File: config.mk
export PLATFORM = sky130hd
export DESIGN_NAME = arf_frame_loader
export DESIGN_NICKNAME = d
export VERILOG_FILES = /design/src/rtl/arf_frame_loader.sv
export SDC_FILE = /design/constraint.sdc
export NUM_CORES = 1
export LEC_CHECK = 0
export CAP_MARGIN = 10
export CORE_UTILIZATION = 50
export DETAILED_ROUTE_END_ITERATION = 8
export GPL_ROUTABILITY_DRIVEN = 0
export PLACE_DENSITY = 0.87
export REMOVE_ABC_BUFFERS = 1
export SLEW_MARGIN = 20
export SYNTH_ARGS = -nofsm -noshare
export SYNTH_HDL_FRONTEND = slang
export SYNTH_SLANG_ARGS = --single-unit
File: constraint.sdc
create_clock -name clk -period 1.8 [get_ports clk]
set_clock_uncertainty 0.15 [all_clocks]
set_input_delay 0.45 -clock clk [delete_from_list [all_inputs] [get_ports clk]]
set_output_delay 0.45 -clock clk [all_outputs]
set_load 0.005 [all_outputs]
File: src/rtl/arf_frame_loader.sv
// Ping-pong frame loader: packs N_TAPS serial samples into one parallel frame for the first-level multipliers.
// Frame is valid the edge after its last sample is accepted; s_ready drops only when both banks hold full frames.
module arf_frame_loader #(
  parameter  int DATA_W = 16,
  parameter  int N_TAPS = 8,
  parameter  int CNT_W  = 8,
  localparam int PTR_W  = $clog2(N_TAPS) + 1
) (
  input  logic                     clk,
  input  logic                     rst_n,
  input  logic                     s_valid,
  output logic                     s_ready,
  input  logic [DATA_W-1:0]        s_data,
  input  logic                     flush,
  output logic                     m_valid,
  input  logic                     m_ready,
  output logic [N_TAPS*DATA_W-1:0] m_data,
  output logic [CNT_W-1:0]         frame_cnt,
  output logic [PTR_W-1:0]         fill_level
);

  localparam int IDX_W = (N_TAPS > 1) ? $clog2(N_TAPS) : 1;

  typedef enum logic [1:0] {
    ST_EMPTY   = 2'd0,
    ST_FILLING = 2'd1,
    ST_FULL    = 2'd2
  } bank_st_t;

  bank_st_t          r_state [2];
  logic [DATA_W-1:0] r_bank  [2][N_TAPS];
  logic [PTR_W-1:0]  r_wr_ptr;
  logic              r_wr_bank;
  logic              r_rd_bank;
  logic [CNT_W-1:0]  r_frame_cnt;

  logic w_wr_full;
  logic w_accept;
  logic w_consume;
  logic w_last;

  // Handshake decodes look only at registered state, never at s_valid/m_ready.
  assign w_wr_full = (r_state[r_wr_bank] == ST_FULL);
  assign s_ready   = !w_wr_full && !flush;
  assign m_valid   = (r_state[r_rd_bank] == ST_FULL);
  assign w_accept  = s_valid && s_ready;
  assign w_consume = m_valid && m_ready;
  assign w_last    = (r_wr_ptr == PTR_W'(N_TAPS - 1));

  assign frame_cnt  = r_frame_cnt;
  assign fill_level = w_wr_full ? '0 : r_wr_ptr;

  always_comb begin
    m_data = '0;
    for (int k = 0; k < N_TAPS; k++) begin
      m_data[k*DATA_W +: DATA_W] = r_bank[r_rd_bank][k];
    end
  end

  // Accept and consume always target different banks, so both may update in one cycle.
  always_ff @(posedge clk or negedge rst_n) begin
    if (!rst_n) begin
      for (int b = 0; b < 2; b++) begin
        r_state[b] <= ST_EMPTY;
        for (int k = 0; k < N_TAPS; k++) begin
          r_bank[b][k] <= '0;
        end
      end
      r_wr_ptr    <= '0;
      r_wr_bank   <= 1'b0;
      r_rd_bank   <= 1'b0;
      r_frame_cnt <= '0;
    end else begin
      if (w_accept) begin
        r_bank[r_wr_bank][r_wr_ptr[IDX_W-1:0]] <= s_data;
        if (w_last) begin
          r_state[r_wr_bank] <= ST_FULL;
          r_wr_bank          <= ~r_wr_bank;
          r_wr_ptr           <= '0;
        end else begin
          r_state[r_wr_bank] <= ST_FILLING;
          r_wr_ptr           <= r_wr_ptr + PTR_W'(1);
        end
      end else if (flush) begin
        r_wr_ptr <= '0;
        if (r_state[r_wr_bank] == ST_FILLING) begin
          r_state[r_wr_bank] <= ST_EMPTY;
        end
      end

      if (w_consume) begin
        r_state[r_rd_bank] <= ST_EMPTY;
        r_rd_bank          <= ~r_rd_bank;
        r_frame_cnt        <= r_frame_cnt + CNT_W'(1);
      end
    end
  end

endmodule
# [Yosys cells after proc, flatten, opt, wreduce, memory -nomap -nowiden]
# Cells that the tools add are included.
[classes] n_mux=27 bitwise=15 order_cmp=6 n_reduce_logical=10 n_addsub=2 n_eq_ne=4
[op_table] cell="$mux W128" n=4
[op_table] cell="$bwmux W256" n=1
[op_table] cell="$demux W128 S1" n=1
[op_table] cell="$demux W16 S3" n=1
[op_table] cell="$mux W4" n=9
[op_table] cell="$mux W16" n=1
[op_table] cell="$mux W2" n=8
[op_table] cell="$add A8 B1 Y8 const B" n=1
[op_table] cell="$and A4 B4 Y4" n=2
[op_table] cell="$not A4 Y4" n=2
[op_table] cell="$logic_and A1 B1 Y1" n=6
[op_table] cell="$add A4 B1 Y4 const B" n=1
[op_table] cell="$and A2 B2 Y2" n=2
[op_table] cell="$demux W2 S1" n=2
[op_table] cell="$eq A2 B2 Y1 const B" n=2
[op_table] cell="$eq A4 B3 Y1 const B" n=1
[op_table] cell="$ge A2 B2 Y1 const B" n=2
[op_table] cell="$ge A4 B4 Y1 const B" n=1
[op_table] cell="$lt A2 B1 Y1 const B" n=2
[op_table] cell="$lt A4 B1 Y1 const B" n=1
[op_table] cell="$not A1 Y2" n=2
[op_table] cell="$not A2 Y2" n=2
[op_table] cell="$not A3 Y4" n=1
[op_table] cell="$or A2 B2 Y2" n=2
[op_table] cell="5 further kinds" n=7
[totals] ff_bits=274 elab_cells=86

# [Longest topological paths before layout]
# Gate-level depths: netlist (run 1).
[logic_depth] word_depth=12 mapped_depth=8

# [Least setup slack after synthesis (run 1)]
# Ideal clock, no wire load.
[synth_path] path_type="in2reg" start="input port s_valid" end="register r_bank[149] (netlist bit)" t_required_ps=1525 t_arrival_ps=1643 cell_stages=5 setup_ps=125 n_path_buf=2 setup_slack_ps=-118 path_cell_list="buf_2 > nand3_2 > nor3_4 > buf_4 > mux2_2"
[synth_between] elab_chain_len=1
[synth_lines] element="start: declaration" line_no="11" source="input logic s_valid,"
[synth_lines] element="$logic_and A1 B1 Y1" line_no="46" source="assign w_accept = s_valid && s_ready;"
[synth_lines] element="end signal: indexed assignment" line_no="75" source="r_bank[r_wr_bank][r_wr_ptr[IDX_W-1:0]] <= s_data;"
[synth_lines] element="end: declaration" line_no="31" source="logic [DATA_W-1:0] r_bank [2][N_TAPS];"
# No other way between the ends.
# A chain may end at the register's enable or synchronous reset.

# [Worst setup path after layout (run 1)]
[layout_path] start="register r_rd_bank" end="output port m_data[25]"
[layout_between] elab_chain_len=4
[layout_lines] element="start: declaration" line_no="34" source="logic r_rd_bank;"
[layout_lines] element="start signal: assignment" line_no="93" source="r_rd_bank <= ~r_rd_bank;"
[layout_lines] element="$not A1 Y2 (implied by the code)" line_no="56" source="m_data[k*DATA_W +: DATA_W] = r_bank[r_rd_bank][k];"
[layout_lines] element="$mux W128 (3 in a row)"
[layout_lines] element="end: declaration" line_no="17" source="output logic [N_TAPS*DATA_W-1:0] m_data,"
# No other way between the ends. The select of a mux whose other input is x is not followed.

==> impl_metrics.prom, run 1 <==
# TYPE chip_impl_metric gauge
chip_impl_info{name="status",value="finished, violations left"} 1
chip_impl_info{name="violations_in_the_final_reports",value="setup timing"} 1
chip_impl_metric{name="pre_cts_ws",unit="ps"} -687
chip_impl_metric{name="yosys-mux-area-fraction",unit="%"} 36.3
chip_impl_info{name="synth_top_family_by_area",value="multiplexers"} 1
chip_impl_metric{name="postLayoutCoreUtil",unit="%"} 71.4
chip_impl_metric{name="antenna_cells_inserted",unit=""} 0
chip_impl_metric{name="wirelength",unit="µm"} 35700
chip_impl_info{name="cts_root_buffer",value="sky130_fd_sc_hd__clkbuf_16"} 1
chip_impl_info{name="cp-start-kind",value="flip-flop"} 1
chip_impl_metric{name="synth_area",unit="µm²"} 12600
chip_impl_metric{name="post-route-period-util",unit="%"} 150
chip_impl_metric{name="seqCellArea",unit="µm²"} 6870
chip_impl_metric{name="dp.final_hpwl",unit="µm"} 20200
chip_impl_metric{name="cts_sinks",unit=""} 274
chip_impl_metric{name="netlist-cell-type-count",unit=""} 51
chip_impl_metric{name="hold_violations",unit=""} 0
chip_impl_metric{name="remaining_drc_errors",unit=""} 0
chip_impl_metric{name="synth_compound_area_share",unit="%"} 0.645
chip_impl_metric{name="vdd.ir_drop.worst",unit="mV"} 0.749
chip_impl_metric{name="hold-worst-slack",unit="ps"} 266
chip_impl_metric{name="synth.yosys.seq_area_share",unit="%"} 54.4
chip_impl_info{name="worstSetupStartpoint",value="r_rd_bank"} 1
chip_impl_metric{name="drtPass1Iterations",unit=""} 5
chip_impl_metric{name="drive_gt1_share",unit="%"} 66.9
chip_impl_metric{name="fmax",unit="MHz"} 371
chip_impl_metric{name="final-max-slew-violation-count",unit=""} 0
chip_impl_metric{name="avgViaCountPerCell",unit=""} 5.64
chip_impl_metric{name="ys.warnings.count",unit=""} 0
chip_impl_info{name="crit-reg2reg-launch",value="r_rd_bank"} 1
chip_impl_metric{name="worst_setup_hold_path_clk_slew",unit="ps"} 60
chip_impl_metric{name="first_pass_grt_wire_length",unit="µm"} 48600
chip_impl_metric{name="area_delta_synth_final",unit="%"} 38.9
chip_impl_metric{name="syn_inst_count",unit=""} 815
chip_impl_metric{name="detail-route-antenna-nets",unit=""} 0
chip_impl_metric{name="worstPathRequired",unit="ps"} 1200
chip_impl_metric{name="postSynth.asyncResetShare",unit="%"} 100
chip_impl_metric{name="initial_utilization",unit="%"} 51.4
chip_impl_metric{name="synthAdderAreaFrac",unit="%"} 0.198
chip_impl_metric{name="die_y",unit="µm"} 161
chip_impl_info{name="worstSetupPathType",value="reg -> out"} 1
chip_impl_metric{name="timing.setup.tns",unit="ps"} -128480
chip_impl_info{name="tritoncts_clock_tree",value="yes"} 1
chip_impl_metric{name="antenna_found_initial",unit=""} 0
chip_impl_metric{name="clock_latency",unit="ps"} 530
chip_impl_metric{name="route.vias.total",unit=""} 8261
chip_impl_metric{name="synth_edf_count",unit=""} 0
chip_impl_metric{name="grt_max_degree",unit=""} 45
chip_impl_metric{name="fin_ws",unit="ps"} -895
chip_impl_metric{name="grt_usage",unit="%"} 24.2
chip_impl_metric{name="clock_buffer_depth",unit=""} 3
chip_impl_info{name="min-delay-path-class",value="in -> async"} 1
chip_impl_metric{name="tritoncts.num_buffers",unit=""} 29
chip_impl_info{name="end_kind",value="output port"} 1
chip_impl_info{name="rsz0062_at_grt",value="true"} 1
chip_impl_metric{name="num-fill-cells",unit=""} 1495
chip_impl_metric{name="relative_slew_margins",unit="%"} 71.5
chip_impl_metric{name="first_global_vias",unit=""} 8323
chip_impl_metric{name="multi_input_area",unit="µm²"} 5850
chip_impl_metric{name="die_area",unit="µm²"} 25900
chip_impl_metric{name="finish.net_count",unit=""} 1145
chip_impl_metric{name="overflow",unit=""} 0
chip_impl_metric{name="synth-seq-cells",unit=""} 274
chip_impl_metric{name="ctsHtreeMaxLevel",unit=""} 1
chip_impl_metric{name="dr.first_iter.drc_count",unit=""} 447
chip_impl_metric{name="post-route-min-period",unit="ps"} 2690
chip_impl_info{name="final_common_cell",value="sky130_fd_sc_hd__dfrtp_1"} 1
chip_impl_metric{name="floorplan_core_area",unit="µm²"} 24500
chip_impl_metric{name="power-per-cell-area",unit="nW/µm²"} 970
chip_impl_metric{name="die_width",unit="µm"} 161
chip_impl_metric{name="rows",unit=""} 57
chip_impl_metric{name="power.static_leakage",unit="nW"} 9.40
chip_impl_metric{name="wl_per_cell",unit="µm"} 24.4
chip_impl_metric{name="timing.critical_path.arrival",unit="ps"} 2090
chip_impl_metric{name="top_level_ports",unit=""} 163
chip_impl_metric{name="synthSimpleGateAreaFrac",unit="%"} 3.93
chip_impl_info{name="mostFrequentLayoutCells",value="269 x sky130_fd_sc_hd__dfrtp_1, 190 x sky130_fd_sc_hd__mux2_2, 182 x sky130_fd_sc_hd__mux2_4"} 1
chip_impl_metric{name="setup_viol",unit=""} 320
chip_impl_metric{name="mean_instance_size_in_the_synthesized_netlist",unit="µm²"} 15.5
chip_impl_metric{name="number_of_buffer_cells_added_on_primary_ports",unit=""} 162
chip_impl_metric{name="synth-xor-area-share",unit="%"} 0.556
chip_impl_metric{name="reg2reg_slack",unit="ps"} -300
chip_impl_metric{name="max_slew.worst_pin.slew",unit="ps"} 428
chip_impl_info{name="synth-main-ff-cell",value="sky130_fd_sc_hd__dfrtp_1"} 1
chip_impl_metric{name="worst_path_maximum_fanout",unit=""} 6
chip_impl_metric{name="drv_cap",unit=""} 0
==> synth_stat cells (3+ instances only) <==
library cell / n / area, µm²
sky130_fd_sc_hd__mux2_2: 310 / 3490
sky130_fd_sc_hd__dfrtp_1: 274 / 6860
sky130_fd_sc_hd__mux2_4: 60 / 901
sky130_fd_sc_hd__mux2_1: 15 / 169
sky130_fd_sc_hd__buf_2: 12 / 60.1
sky130_fd_sc_hd__buf_4: 11 / 82.6
sky130_fd_sc_hd__buf_6: 11 / 124
sky130_fd_sc_hd__and3_1: 10 / 62.6
sky130_fd_sc_hd__dlygate4sd1_1: 10 / 87.6
sky130_fd_sc_hd__nor2_1: 10 / 37.5
sky130_fd_sc_hd__clkbuf_1: 9 / 33.8
sky130_fd_sc_hd__nand4_1: 7 / 43.8
sky130_fd_sc_hd__xnor2_1: 6 / 52.6
sky130_fd_sc_hd__a21oi_1: 5 / 25.0
sky130_fd_sc_hd__nand2_2: 4 / 25.0
sky130_fd_sc_hd__buf_1: 3 / 11.3
sky130_fd_sc_hd__buf_12: 3 / 60.1
sky130_fd_sc_hd__inv_1: 3 / 11.3
sky130_fd_sc_hd__nand2_1: 3 / 11.3
sky130_fd_sc_hd__nand2b_1: 3 / 18.8
sky130_fd_sc_hd__nand3_1: 3 / 15.0
sky130_fd_sc_hd__nand3_4: 3 / 52.6
sky130_fd_sc_hd__nor3_4: 3 / 48.8
==> cell families (layout without fill, tap and decap cells) <==
group / after synthesis / in the layout
DFF: 274 / 274
and+or+nand+nor: 66 / 67
xor gates and xnor gates: 8 / 8
adders and majority gates: 2 / 2
AOI/OAI and AO/OA: 13 / 13
buffers and inverters: 65 / 391
muxes: 387 / 387
==> report_power, final <==
| part | switching [mW] | internal [mW] | total (mW) |
|---|---|---|---|
| clock network | 2.45 | 3.82 | 6.26 |
| registers | 0.501 | 6.88 | 7.38 |
| logic | 1.26 | 2.09 | 3.35 |
| total | 4.21 | 12.8 | 17.0 |
==> registers in the layout (all words and copies together) (netlist names) <==
signal	flops
r_state	4
r_bank	256
r_rd_bank	1
r_wr_bank	1
r_wr_ptr	4
frame_cnt	8
==> layout make-up <==
cell class	count	area share, %
Timing Repair Buffer	336	19.3
Sequential cell	274	39.2
Clock inverter	9	0.907
Multi-Input combinational cell	477	33.4
Tap cell	324	2.31
Inverter	4	0.0857
Clock buffer	42	4.82
==> what timing repair did <==
action                     in CTS  in global routing
gates cloned                    3                 16
hold buffers                    1                  0
setup endpoints to repair     406                408
buffers inserted               16                 52
hold endpoints to repair       31                  0
pin swaps                       0                 18
gates resized for setup       239                398
==> critical path: stages (launching register included) <==
cell and delay (ps):
sky130_fd_sc_hd__dfrtp_4 520, sky130_fd_sc_hd__buf_12 140, sky130_fd_sc_hd__buf_12 130, sky130_fd_sc_hd__buf_12 130
sky130_fd_sc_hd__buf_6 110, sky130_fd_sc_hd__buf_6 110, sky130_fd_sc_hd__mux2_4 310, sky130_fd_sc_hd__buf_6 120
==> final timing paths <==
check                      cells after the start      endpoint
min in group clk                               1    r_bank[89]
max reg2reg                                    7  frame_cnt[1]
max                                            7    m_data[25]
min reg2reg                                    1    r_bank[89]
min                                            2  frame_cnt[4]
max in group asynchronous                      3   r_bank[175]
==> through the flow <==
stage	area [µm²]	power (mW)	instances
after floorplan	12100	8.60	754
after global placement	15200	9.61	1333
after detailed placement	15200	9.74	1333
after CTS	16500	16.2	1404
after global routing	17500	17.6	1466
final	17500	17.0	1466
==> layer usage <==
layer  vias up  share of wire (%)  global-route usage (%)
met3        68                3.9                    2.71
met4         0                2.9                    5.62
met5         -                  0                       0
li1       3531                  -                       -
met1      4372                 42                    32.8
met2       290                 51                    41.9
Note: power is estimated with default switching activity, not from simulation.
==> run 2, diff against run 1 <==
--- a/config.mk
+++ b/config.mk
@@ -6,10 +6,10 @@
 export NUM_CORES = 1
 export LEC_CHECK = 0
 export CAP_MARGIN = 10
-export CORE_UTILIZATION = 50
+export CORE_UTILIZATION = 45
 export DETAILED_ROUTE_END_ITERATION = 8
 export GPL_ROUTABILITY_DRIVEN = 0
-export PLACE_DENSITY = 0.87
+export PLACE_DENSITY = 0.81
 export REMOVE_ABC_BUFFERS = 1
 export SLEW_MARGIN = 20
 export SYNTH_ARGS = -nofsm -noshare
==> run 2 against run 1 <==
  * The run still ends with setup timing left
  * Clock-buffer cell count shrank 5
  * Hold slack gained 7.7 ps
  * Final area fell by 2.7%
  * Core utilization shrank 8.9 points
  * Sequential power shrank 0.9%
  * Critical path depth down 2
  * First-iteration DRC count up 14%
  * Maximum frequency rose by 3.3%
  * Via count shrank 5.0%
  * Total power shrank 2.7%
  * Register-to-register slack better by 140 ps
  * Routed wire length shrank 5.3%
  * Highest routed layer unchanged
==> impl_metrics.prom, run 2 (same netlist as run 1, synthesis figures left out) <==
# TYPE chip_impl_metric gauge
chip_impl_metric{name="first_global_vias",unit=""} 8091
chip_impl_metric{name="drtPass1Iterations",unit=""} 4
chip_impl_metric{name="hold-worst-slack",unit="ps"} 273
chip_impl_metric{name="top_level_ports",unit=""} 163
chip_impl_metric{name="tritoncts.num_buffers",unit=""} 29
chip_impl_metric{name="worstPathRequired",unit="ps"} 1200
chip_impl_info{name="violations_in_the_final_reports",value="setup timing"} 1
chip_impl_metric{name="relative_slew_margins",unit="%"} 69.2
chip_impl_metric{name="final-max-slew-violation-count",unit=""} 0
chip_impl_metric{name="overflow",unit=""} 0
chip_impl_info{name="tritoncts_clock_tree",value="yes"} 1
chip_impl_metric{name="floorplan_core_area",unit="µm²"} 27300
chip_impl_metric{name="number_of_buffer_cells_added_on_primary_ports",unit=""} 162
chip_impl_metric{name="die_width",unit="µm"} 169
chip_impl_metric{name="die_area",unit="µm²"} 28700
chip_impl_metric{name="vdd.ir_drop.worst",unit="mV"} 0.682
chip_impl_info{name="status",value="finished, violations left"} 1
chip_impl_metric{name="post-route-period-util",unit="%"} 145
chip_impl_metric{name="antenna_cells_inserted",unit=""} 0
chip_impl_metric{name="timing.setup.tns",unit="ps"} -109220
chip_impl_metric{name="final_cell_area",unit="µm²"} 17100
chip_impl_metric{name="post-route-min-period",unit="ps"} 2610
chip_impl_metric{name="grt_max_degree",unit=""} 45
chip_impl_metric{name="clock_latency",unit="ps"} 530
chip_impl_metric{name="die_y",unit="µm"} 169
chip_impl_metric{name="remaining_drc_errors",unit=""} 0
chip_impl_metric{name="timing.critical_path.arrival",unit="ps"} 2010
chip_impl_metric{name="dr.first_iter.drc_count",unit=""} 510
chip_impl_info{name="min-delay-path-class",value="in -> async"} 1
chip_impl_metric{name="wl_per_cell",unit="µm"} 22.7
chip_impl_metric{name="initial_utilization",unit="%"} 46.3
chip_impl_metric{name="max_slew.worst_pin.slew",unit="ps"} 461
chip_impl_metric{name="post_dp_cell_area",unit="µm²"} 15300
chip_impl_info{name="final_common_cell",value="sky130_fd_sc_hd__dfrtp_1"} 1
chip_impl_metric{name="grt_usage",unit="%"} 21.6
chip_impl_metric{name="first_pass_grt_wire_length",unit="µm"} 47700
chip_impl_metric{name="power-per-cell-area",unit="nW/µm²"} 970
chip_impl_info{name="cts_root_buffer",value="sky130_fd_sc_hd__clkbuf_16"} 1
chip_impl_metric{name="area_delta_synth_final",unit="%"} 35.2
chip_impl_metric{name="clock_buffer_depth",unit=""} 3
chip_impl_metric{name="worst_setup_hold_path_clk_slew",unit="ps"} 70
chip_impl_metric{name="postLayoutCoreUtil",unit="%"} 62.6
chip_impl_metric{name="drive_gt1_share",unit="%"} 64.7
chip_impl_metric{name="power.static_leakage",unit="nW"} 9.41
chip_impl_metric{name="rows",unit=""} 60
chip_impl_metric{name="fmax",unit="MHz"} 383
chip_impl_metric{name="route.vias.total",unit=""} 7852
chip_impl_info{name="cp-start-kind",value="flip-flop"} 1
chip_impl_metric{name="hold_violations",unit=""} 0
chip_impl_metric{name="worst_path_maximum_fanout",unit=""} 5
chip_impl_metric{name="drv_cap",unit=""} 0
chip_impl_info{name="rsz0062_at_grt",value="true"} 1
chip_impl_metric{name="worst-r2r-cell-count",unit=""} 7
chip_impl_metric{name="setup_viol",unit=""} 329
chip_impl_info{name="top_register_by_number_of_flip_flops",value="r_bank"} 1
chip_impl_metric{name="ctsHtreeMaxLevel",unit=""} 1
chip_impl_metric{name="detail-route-antenna-nets",unit=""} 0
chip_impl_info{name="worstSetupPathType",value="reg -> out"} 1
chip_impl_info{name="end_kind",value="output port"} 1
chip_impl_metric{name="finish.net_count",unit=""} 1120
chip_impl_metric{name="antenna_found_initial",unit=""} 0
chip_impl_info{name="mostFrequentLayoutCells",value="270 x sky130_fd_sc_hd__dfrtp_1, 259 x sky130_fd_sc_hd__mux2_2, 113 x sky130_fd_sc_hd__mux2_4"} 1
chip_impl_metric{name="fin_ws",unit="ps"} -809
chip_impl_metric{name="number_of_flip_flops_in_the_largest_register",unit=""} 256
chip_impl_metric{name="wirelength",unit="µm"} 33800
chip_impl_metric{name="dp.final_hpwl",unit="µm"} 19900
chip_impl_metric{name="cts_sinks",unit=""} 274
chip_impl_metric{name="avgViaCountPerCell",unit=""} 5.27
[run 2: worst paths after layout]
| kind | startpoint | endpoint | slack, ps |
|---|---|---|---|
| worst max-delay path | r_rd_bank | m_data[94] | -810 |
| worst min-delay path | rst_n | frame_cnt[2] | 270 |
| worst max register to register | r_wr_bank | r_bank[138] | -160 |
| worst min register to register | r_bank[114] | r_bank[114] | 340 |
| max in group asynchronous | rst_n | r_bank[7] | 600 |
| min in group clk | r_bank[114] | r_bank[114] | 340 |
[run 2: layout make-up]
type | instances | area, µm²
Fill cell | 1985 | 10200
Sequential cell | 274 | 6860
Multi-Input combinational cell | 477 | 5590
Timing Repair Buffer | 311 | 3100
Clock buffer | 37 | 816
Tap cell | 372 | 465
Clock inverter | 16 | 194
Inverter | 4 | 15.0
[run 2: power breakdown]
part	switching (mW)	total (mW)	internal (mW)	leakage, nW
combinational	1.18	2.94	1.76	5.19
sequential	0.428	7.31	6.88	3.73
clock	2.52	6.29	3.77	0.491
total	4.13	16.5	12.4	9.41
[run 2: per-stage QoR]
step	setup slack, ps	cells	power (mW)
6_report	-809	1491	16.5
5_1_grt	-838	1491	17.2
4_1_cts	-1010	1447	16.1
3_5_place_dp	-674	1391	9.78
3_3_place_gp	-637	1391	9.68
2_1_floorplan	-2490	754	8.60
[run 2: routing by layer]
layer / part of all wire, % / GRT usage (%) / vias up
li1: - / - / 3476
met1: 44 / 30.3 / 4107
met2: 49 / 35.5 / 218
met3: 4.1 / 2.82 / 51
met4: 2.4 / 5.29 / 0
met5: 0 / 0 / -
[run 2: worst max-delay path, stage by stage, from the launching register on]
cell                             delay [ps]
sky130_fd_sc_hd__dfrtp_4                500
sky130_fd_sc_hd__buf_12                 150
sky130_fd_sc_hd__buf_4                  170
sky130_fd_sc_hd__clkbuf_16              170
sky130_fd_sc_hd__mux2_4                 320
sky130_fd_sc_hd__dlymetal6s2s_1         160
[run 2: what timing repair did]
item,4_1_cts,5_1_grt
gates resized for setup,84,409
endpoints found under the hold margin,35,0
pin swaps,0,20
cloned,0,15
buffers inserted,2,33
setup endpoints to repair,405,410
hold buffers,1,0
==> run 3, diff against run 2 <==
--- a/config.mk
+++ b/config.mk
@@ -7,6 +7,7 @@
 export LEC_CHECK = 0
 export CAP_MARGIN = 10
 export CORE_UTILIZATION = 45
+export CTS_CLUSTER_SIZE = 8
 export DETAILED_ROUTE_END_ITERATION = 8
 export GPL_ROUTABILITY_DRIVEN = 0
 export PLACE_DENSITY = 0.81
==> run 3 against run 2 <==
  * The run still ends with setup timing left
  * Total power increased by 2.0%
  * Core utilization grew 1.2 points
  * Combinational power up 3%
  * Die area did not move
  * Largest power group unchanged
  * Critical path type unchanged
  * Global-route usage grew 0.26 points
  * Hold slack worse by 14 ps
  * Non-clock buffer count increased by 16
  * Clock-buffer cell count grew 6
  * Critical endpoint is now m_data[6]
  * Maximum frequency grew 1.1%
==> impl_metrics.prom, run 3 (same netlist as run 1, synthesis figures left out) <==
# TYPE chip_impl_metric gauge
chip_impl_info{name="status",value="finished, violations left"} 1
chip_impl_info{name="violations_in_the_final_reports",value="setup timing"} 1
chip_impl_metric{name="wirelength",unit="µm"} 34400
chip_impl_metric{name="power_report.internal_total",unit="mW"} 12.7
chip_impl_metric{name="rows",unit=""} 60
chip_impl_metric{name="worst_path_maximum_fanout",unit=""} 7
chip_impl_info{name="crit-reg2reg-launch",value="r_wr_bank"} 1
chip_impl_info{name="highest_metal_layer_with_signal_wires",value="met4"} 1
chip_impl_metric{name="cts_sinks",unit=""} 274
chip_impl_metric{name="remaining_drc_errors",unit=""} 0
chip_impl_metric{name="die_y",unit="µm"} 169
chip_impl_metric{name="tritoncts.num_buffers",unit=""} 40
chip_impl_metric{name="reg2reg_slack",unit="ps"} -180
chip_impl_metric{name="power.static_leakage",unit="nW"} 9.51
chip_impl_metric{name="vdd.ir_drop.worst",unit="mV"} 0.602
chip_impl_metric{name="hold_violations",unit=""} 0
chip_impl_metric{name="grt_max_degree",unit=""} 45
chip_impl_metric{name="worst_setup_hold_path_clk_slew",unit="ps"} 50
chip_impl_metric{name="first_global_vias",unit=""} 8233
chip_impl_metric{name="timing.critical_path.arrival",unit="ps"} 1980
chip_impl_info{name="top_register_by_number_of_flip_flops",value="r_bank"} 1
chip_impl_metric{name="first_pass_grt_wire_length",unit="µm"} 48000
chip_impl_metric{name="floorplan_core_area",unit="µm²"} 27300
chip_impl_metric{name="detail-route-antenna-nets",unit=""} 0
chip_impl_metric{name="postLayoutCoreUtil",unit="%"} 63.8
chip_impl_metric{name="wl_per_cell",unit="µm"} 23.0
chip_impl_metric{name="dp.final_hpwl",unit="µm"} 19900
chip_impl_info{name="cts_root_buffer",value="sky130_fd_sc_hd__clkbuf_16"} 1
chip_impl_metric{name="power_switching_share",unit="%"} 24.8
chip_impl_metric{name="post-route-min-period",unit="ps"} 2580
chip_impl_metric{name="p_clk_share",unit="%"} 38.5
chip_impl_metric{name="die_area",unit="µm²"} 28700
chip_impl_metric{name="fmax",unit="MHz"} 387
chip_impl_info{name="min-delay-path-class",value="in -> reg"} 1
chip_impl_info{name="cp-start-kind",value="flip-flop"} 1
chip_impl_metric{name="antenna_cells_inserted",unit=""} 0
chip_impl_info{name="final_common_cell",value="sky130_fd_sc_hd__dfrtp_1"} 1
chip_impl_info{name="worstHoldStart",value="flush"} 1
chip_impl_metric{name="power_frac_seq",unit="%"} 43.5
chip_impl_metric{name="overflow",unit=""} 0
chip_impl_metric{name="grt_usage",unit="%"} 21.9
chip_impl_metric{name="drv_cap",unit=""} 0
chip_impl_metric{name="post-route-period-util",unit="%"} 143
chip_impl_metric{name="finish.net_count",unit=""} 1147
chip_impl_info{name="mostFrequentLayoutCells",value="269 x sky130_fd_sc_hd__dfrtp_1, 258 x sky130_fd_sc_hd__mux2_2, 114 x sky130_fd_sc_hd__mux2_4"} 1
chip_impl_metric{name="drtPass1Iterations",unit=""} 5
chip_impl_metric{name="route.vias.total",unit=""} 7989
chip_impl_metric{name="wl_met2",unit="µm"} 16800
chip_impl_metric{name="switching_power",unit="mW"} 4.18
chip_impl_metric{name="number_of_flip_flops_in_the_largest_register",unit=""} 256
chip_impl_metric{name="clock_latency",unit="ps"} 510
chip_impl_metric{name="hold-worst-slack",unit="ps"} 260
chip_impl_metric{name="worst-r2r-cell-count",unit=""} 6
chip_impl_metric{name="power-per-cell-area",unit="nW/µm²"} 971
chip_impl_metric{name="avgViaCountPerCell",unit=""} 5.33
chip_impl_metric{name="top_level_ports",unit=""} 163
chip_impl_metric{name="final-max-slew-violation-count",unit=""} 0
chip_impl_metric{name="fin_ws",unit="ps"} -781
chip_impl_metric{name="share_comb_of_total_power",unit="%"} 18.0
chip_impl_metric{name="die_width",unit="µm"} 169
chip_impl_info{name="end_kind",value="output port"} 1
chip_impl_info{name="rsz0062_at_grt",value="true"} 1
chip_impl_metric{name="drt-met1-wl",unit="µm"} 14800
chip_impl_metric{name="drive_gt1_share",unit="%"} 64.1
chip_impl_metric{name="setup_viol",unit=""} 391
chip_impl_metric{name="antenna_found_initial",unit=""} 0
chip_impl_metric{name="area_delta_synth_final",unit="%"} 37.8
chip_impl_info{name="timing.hold.worst_endpoint",value="r_wr_ptr[1]"} 1
chip_impl_metric{name="clock_buffer_depth",unit=""} 3
chip_impl_metric{name="ctsHtreeMaxLevel",unit=""} 2
chip_impl_metric{name="relative_slew_margins",unit="%"} 70.4
chip_impl_info{name="tritoncts_clock_tree",value="yes"} 1
chip_impl_metric{name="max_slew.worst_pin.slew",unit="ps"} 444
chip_impl_metric{name="dr.first_iter.drc_count",unit=""} 506
chip_impl_metric{name="initial_utilization",unit="%"} 46.3
chip_impl_metric{name="number_of_buffer_cells_added_on_primary_ports",unit=""} 162
chip_impl_metric{name="hold_depth",unit=""} 3
chip_impl_metric{name="worstPathRequired",unit="ps"} 1200
chip_impl_info{name="worstSetupPathType",value="reg -> out"} 1
chip_impl_metric{name="met3WireLength",unit="µm"} 1890
chip_impl_info{name="rr_endpoint",value="r_bank[145]"} 1
-- run 3: cell type report --
type | instances | area (µm²)
Inverter | 4 | 15.0
Timing Repair Buffer | 327 | 3360
Sequential cell | 274 | 6870
Clock buffer | 43 | 1020
Clock inverter | 3 | 30.0
Multi-Input combinational cell | 477 | 5620
Tap cell | 372 | 465
Fill cell | 1932 | 9880
-- run 3: critical path, cell delays in order (launching register included) --
cell and delay, ps:
sky130_fd_sc_hd__dfrtp_4 490, sky130_fd_sc_hd__buf_12 150, sky130_fd_sc_hd__buf_12 140, sky130_fd_sc_hd__buf_16 140, sky130_fd_sc_hd__clkbuf_16 160, sky130_fd_sc_hd__mux2_2 270
sky130_fd_sc_hd__clkbuf_2 120
-- run 3: through the flow --
step / setup WS, ps / cells / total power, mW / cell area (µm²) / TNS, ps
after CTS: -984 / 1440 / 16.3 / 16300 / -135110
after detailed placement: -674 / 1391 / 9.78 / 15300 / -205200
after global routing: -822 / 1500 / 17.5 / 17400 / -124450
after floorplan: -2490 / 754 / 8.60 / 12100 / -379700
final: -781 / 1500 / 16.9 / 17400 / -114470
after global placement: -637 / 1391 / 9.68 / 15300 / -200440
-- run 3: metal layers --
metal / global-route usage [%] / up-vias
met5: 0 / -
met4: 6.82 / 0
met3: 3.45 / 62
met2: 35.4 / 233
met1: 30.2 / 4175
li1: - / 3519
-- run 3: worst max-delay path by stage --
stage	startpoint	to	slack (ps)	cells past startpoint
floorplan	r_rd_bank	frame_cnt[1]	-2490	3
global placement	flush	r_bank[179]	-640	6
detailed placement	flush	r_bank[177]	-670	6
CTS	r_rd_bank	m_data[44]	-980	4
global route	r_rd_bank	m_data[74]	-820	6
finish	r_rd_bank	m_data[6]	-780	6
-- run 3: power by group through the flow --
stage          logic [mW]  registers [mW]  clock network (mW)
4_1_cts              2.40            7.32                6.61
5_1_grt              3.23            7.41                6.89
2_1_floorplan        1.23            7.37                   0
6_report             3.04            7.33                6.50
3_5_place_dp         2.39            7.39                   0
3_3_place_gp         2.31            7.36                   0
-- run 3: timing repair --
| action | 4_1_cts | 5_1_grt |
|---|---|---|
| pin swaps | 0 | 23 |
| endpoints found under the hold margin | 35 | 0 |
| gates cloned | 0 | 21 |
| buffers inserted | 2 | 42 |
| gates resized for setup | 85 | 403 |
| hold buffers | 1 | 0 |
| endpoints found under the setup margin | 405 | 410 |
==> variant, RTL diff (config.mk and constraints of run 1) <==
`CNT_W`: 8 -> 9.
--- a/src/rtl/arf_frame_loader.sv
+++ b/src/rtl/arf_frame_loader.sv
@@ -3,7 +3,7 @@
 module arf_frame_loader #(
   parameter  int DATA_W = 16,
   parameter  int N_TAPS = 8,
-  parameter  int CNT_W  = 8,
+  parameter  int CNT_W  = 9,
   localparam int PTR_W  = $clog2(N_TAPS) + 1
 ) (
   input  logic                     clk,
Interface: changed (resized frame_cnt); port bits go from 163 to 164. The function was not compared with the original's and may differ.
==> variant against run 1 <==
  * Non-clock buffer count fell by 14
  * Routed wire length increased by 10%
  * Sequential cell count is 1 higher
  * Cell area grew 1.9%
  * Synthesized area rose by 0.15%
  * The run still ends with negative setup slack left
  * Cell count shrank 0.27%
  * Worst hold slack worse by 0.016 ns
  * Worst setup slack better by 0.013 ns
Power is not compared: it rests on default switching activity, and its combinational part moved more than twofold at a synthesized area within 25%.
==> variant: results <==
set metrics [dict create \
    synth_area_leaders "dfrtp_1 (54%), mux2_2 (26%), mux2_4 (11%), nand3_4 (1.4%), clkbuf_1 (0.95%)" \
    arrival_ns 2.08 \
    dr_wl_met3_um 1740 \
    top_layer_used "met4" \
    crit_slowest_cell "dfrtp_4" \
    vias_per_cell 5.82 \
    numCtsBuffers 27 \
    worst_skew_pair.late_latency_ns 0.54 \
    wl_met1_um 15300 \
    regMostFlops "r_bank" \
    grt_use_met3 0.0364 \
    grt_util_met2 0.465 \
    setup_violations 405 \
    worstMarginPinSlew_ns 0.477 \
    drt_iter0_markers 553 \
    setup_ws_ns -0.882 \
    wl_um 39400 \
    status "finished with violations" \
    root_buffer "clkbuf_16" \
    htreeDepth 1 \
    worst_r2r_path_depth 7 \
    regToRegEndpoint "r_bank[117]" \
    gr-usage-met1 0.326 \
    hpwl_um 19800 \
    critPathMaxStageDelay_ns 0.56 \
    grt_pass1_vias 8707 \
    grt_max_degree 67 \
    ys_top_cells_by_count "mux2_2 (289), dfrtp_1 (275), mux2_4 (90), clkbuf_1 (32), nor2_1 (18)" \
    crit_path_start "r_rd_bank" \
    grt_pass1_wl_um 51600 \
    largest_reg_flops 256 \
    pre_cts_slack_ns -0.673 \
    violations "negative setup slack" \
    place_area_um2 15400 \
    rrSetupSlack_ns -0.31 \
    cts.reportedPaths.clkPinSlew_ns 0.07 \
    nNetsFinal 1140 \
    endpoint "m_data[21]" \
    min_path_type "in -> async" \
    reg2reg_from "r_state[3]" \
    leakage_nw 9.57 \
    yosysSeqAreaShare 0.545 \
    synth.distinct_cells 43 \
    peakVddDrop_v 0.000868 \
    globalRouteTotalUtil 0.261 \
    antennaDiodeCount 0 \
    dr.pass1.iters 5 \
    synth_warnings 0 \
    antenna_found_initial 0 \
    layout-drive-gt1-share 0.656 \
    dr_wl_met2_um 20600 \
    numPortBuffers 163 \
]
[variant: cell count changes in the layout (fill, tap and decap cells not counted), sizes merged, moves of 5 or more]
cell / run 1 / this run
nor2b: 0 / 5
nand4: 8 / 3
nand3: 7 / 14
dlygate4sd2: 2 / 17
clkdlybuf4s15: 2 / 7
clkbuf: 144 / 93
nor2: 11 / 20
and3: 11 / 1
nand2: 7 / 14
[variant: repair_timing]
item,CTS,global route
pin swaps,4,26
gates cloned,8,13
setup buffers,35,27
gates resized for setup,386,270
hold buffers,1,0
hold endpoints to repair,34,0
setup endpoints to repair,408,411
[variant: cell type report]
cell class,instances,area (µm²)
flip-flops and latches,275,6890
clock inverters,15,215
inverters,4,17.5
clock buffers,35,766
multi-input cells,487,6040
repair buffers,322,3530
well taps,324,405
fillers,1428,6670
[variant: metrics by stage]
stage | TNS (ns) | instances | total power [mW] | hold slack, ns | utilization
after floorplan | -470.07 | 766 | 11.0 | 0.00441 | -
after global routing | -176.85 | 1462 | 24.4 | 0.274 | 0.728
final | -165.23 | 1462 | 23.7 | 0.250 | 0.728
after global placement | -187.33 | 1338 | 14.5 | 0.211 | 0.626
after CTS | -169.34 | 1432 | 22.4 | 0.242 | 0.696
after detailed placement | -197.73 | 1338 | 14.7 | 0.215 | 0.626
[variant: cell families after synthesis]
group,Yosys count,synth area share
AO/OA/AOI/OAI,13,0.00753
AND/OR/NAND/NOR,76,0.0433
flip-flops,275,0.545
buffers and inverters,56,0.0244
multiplexers,388,0.372
XOR/XNOR,8,0.00555
adder cells (fa/ha/maj),2,0.00198
[variant: power breakdown]
group,switching [mW],internal [mW],total [mW]
sequential,0.913,7.38,8.29
clock,2.54,3.73,6.27
combinational,3.53,5.62,9.15
total,6.98,16.7,23.7
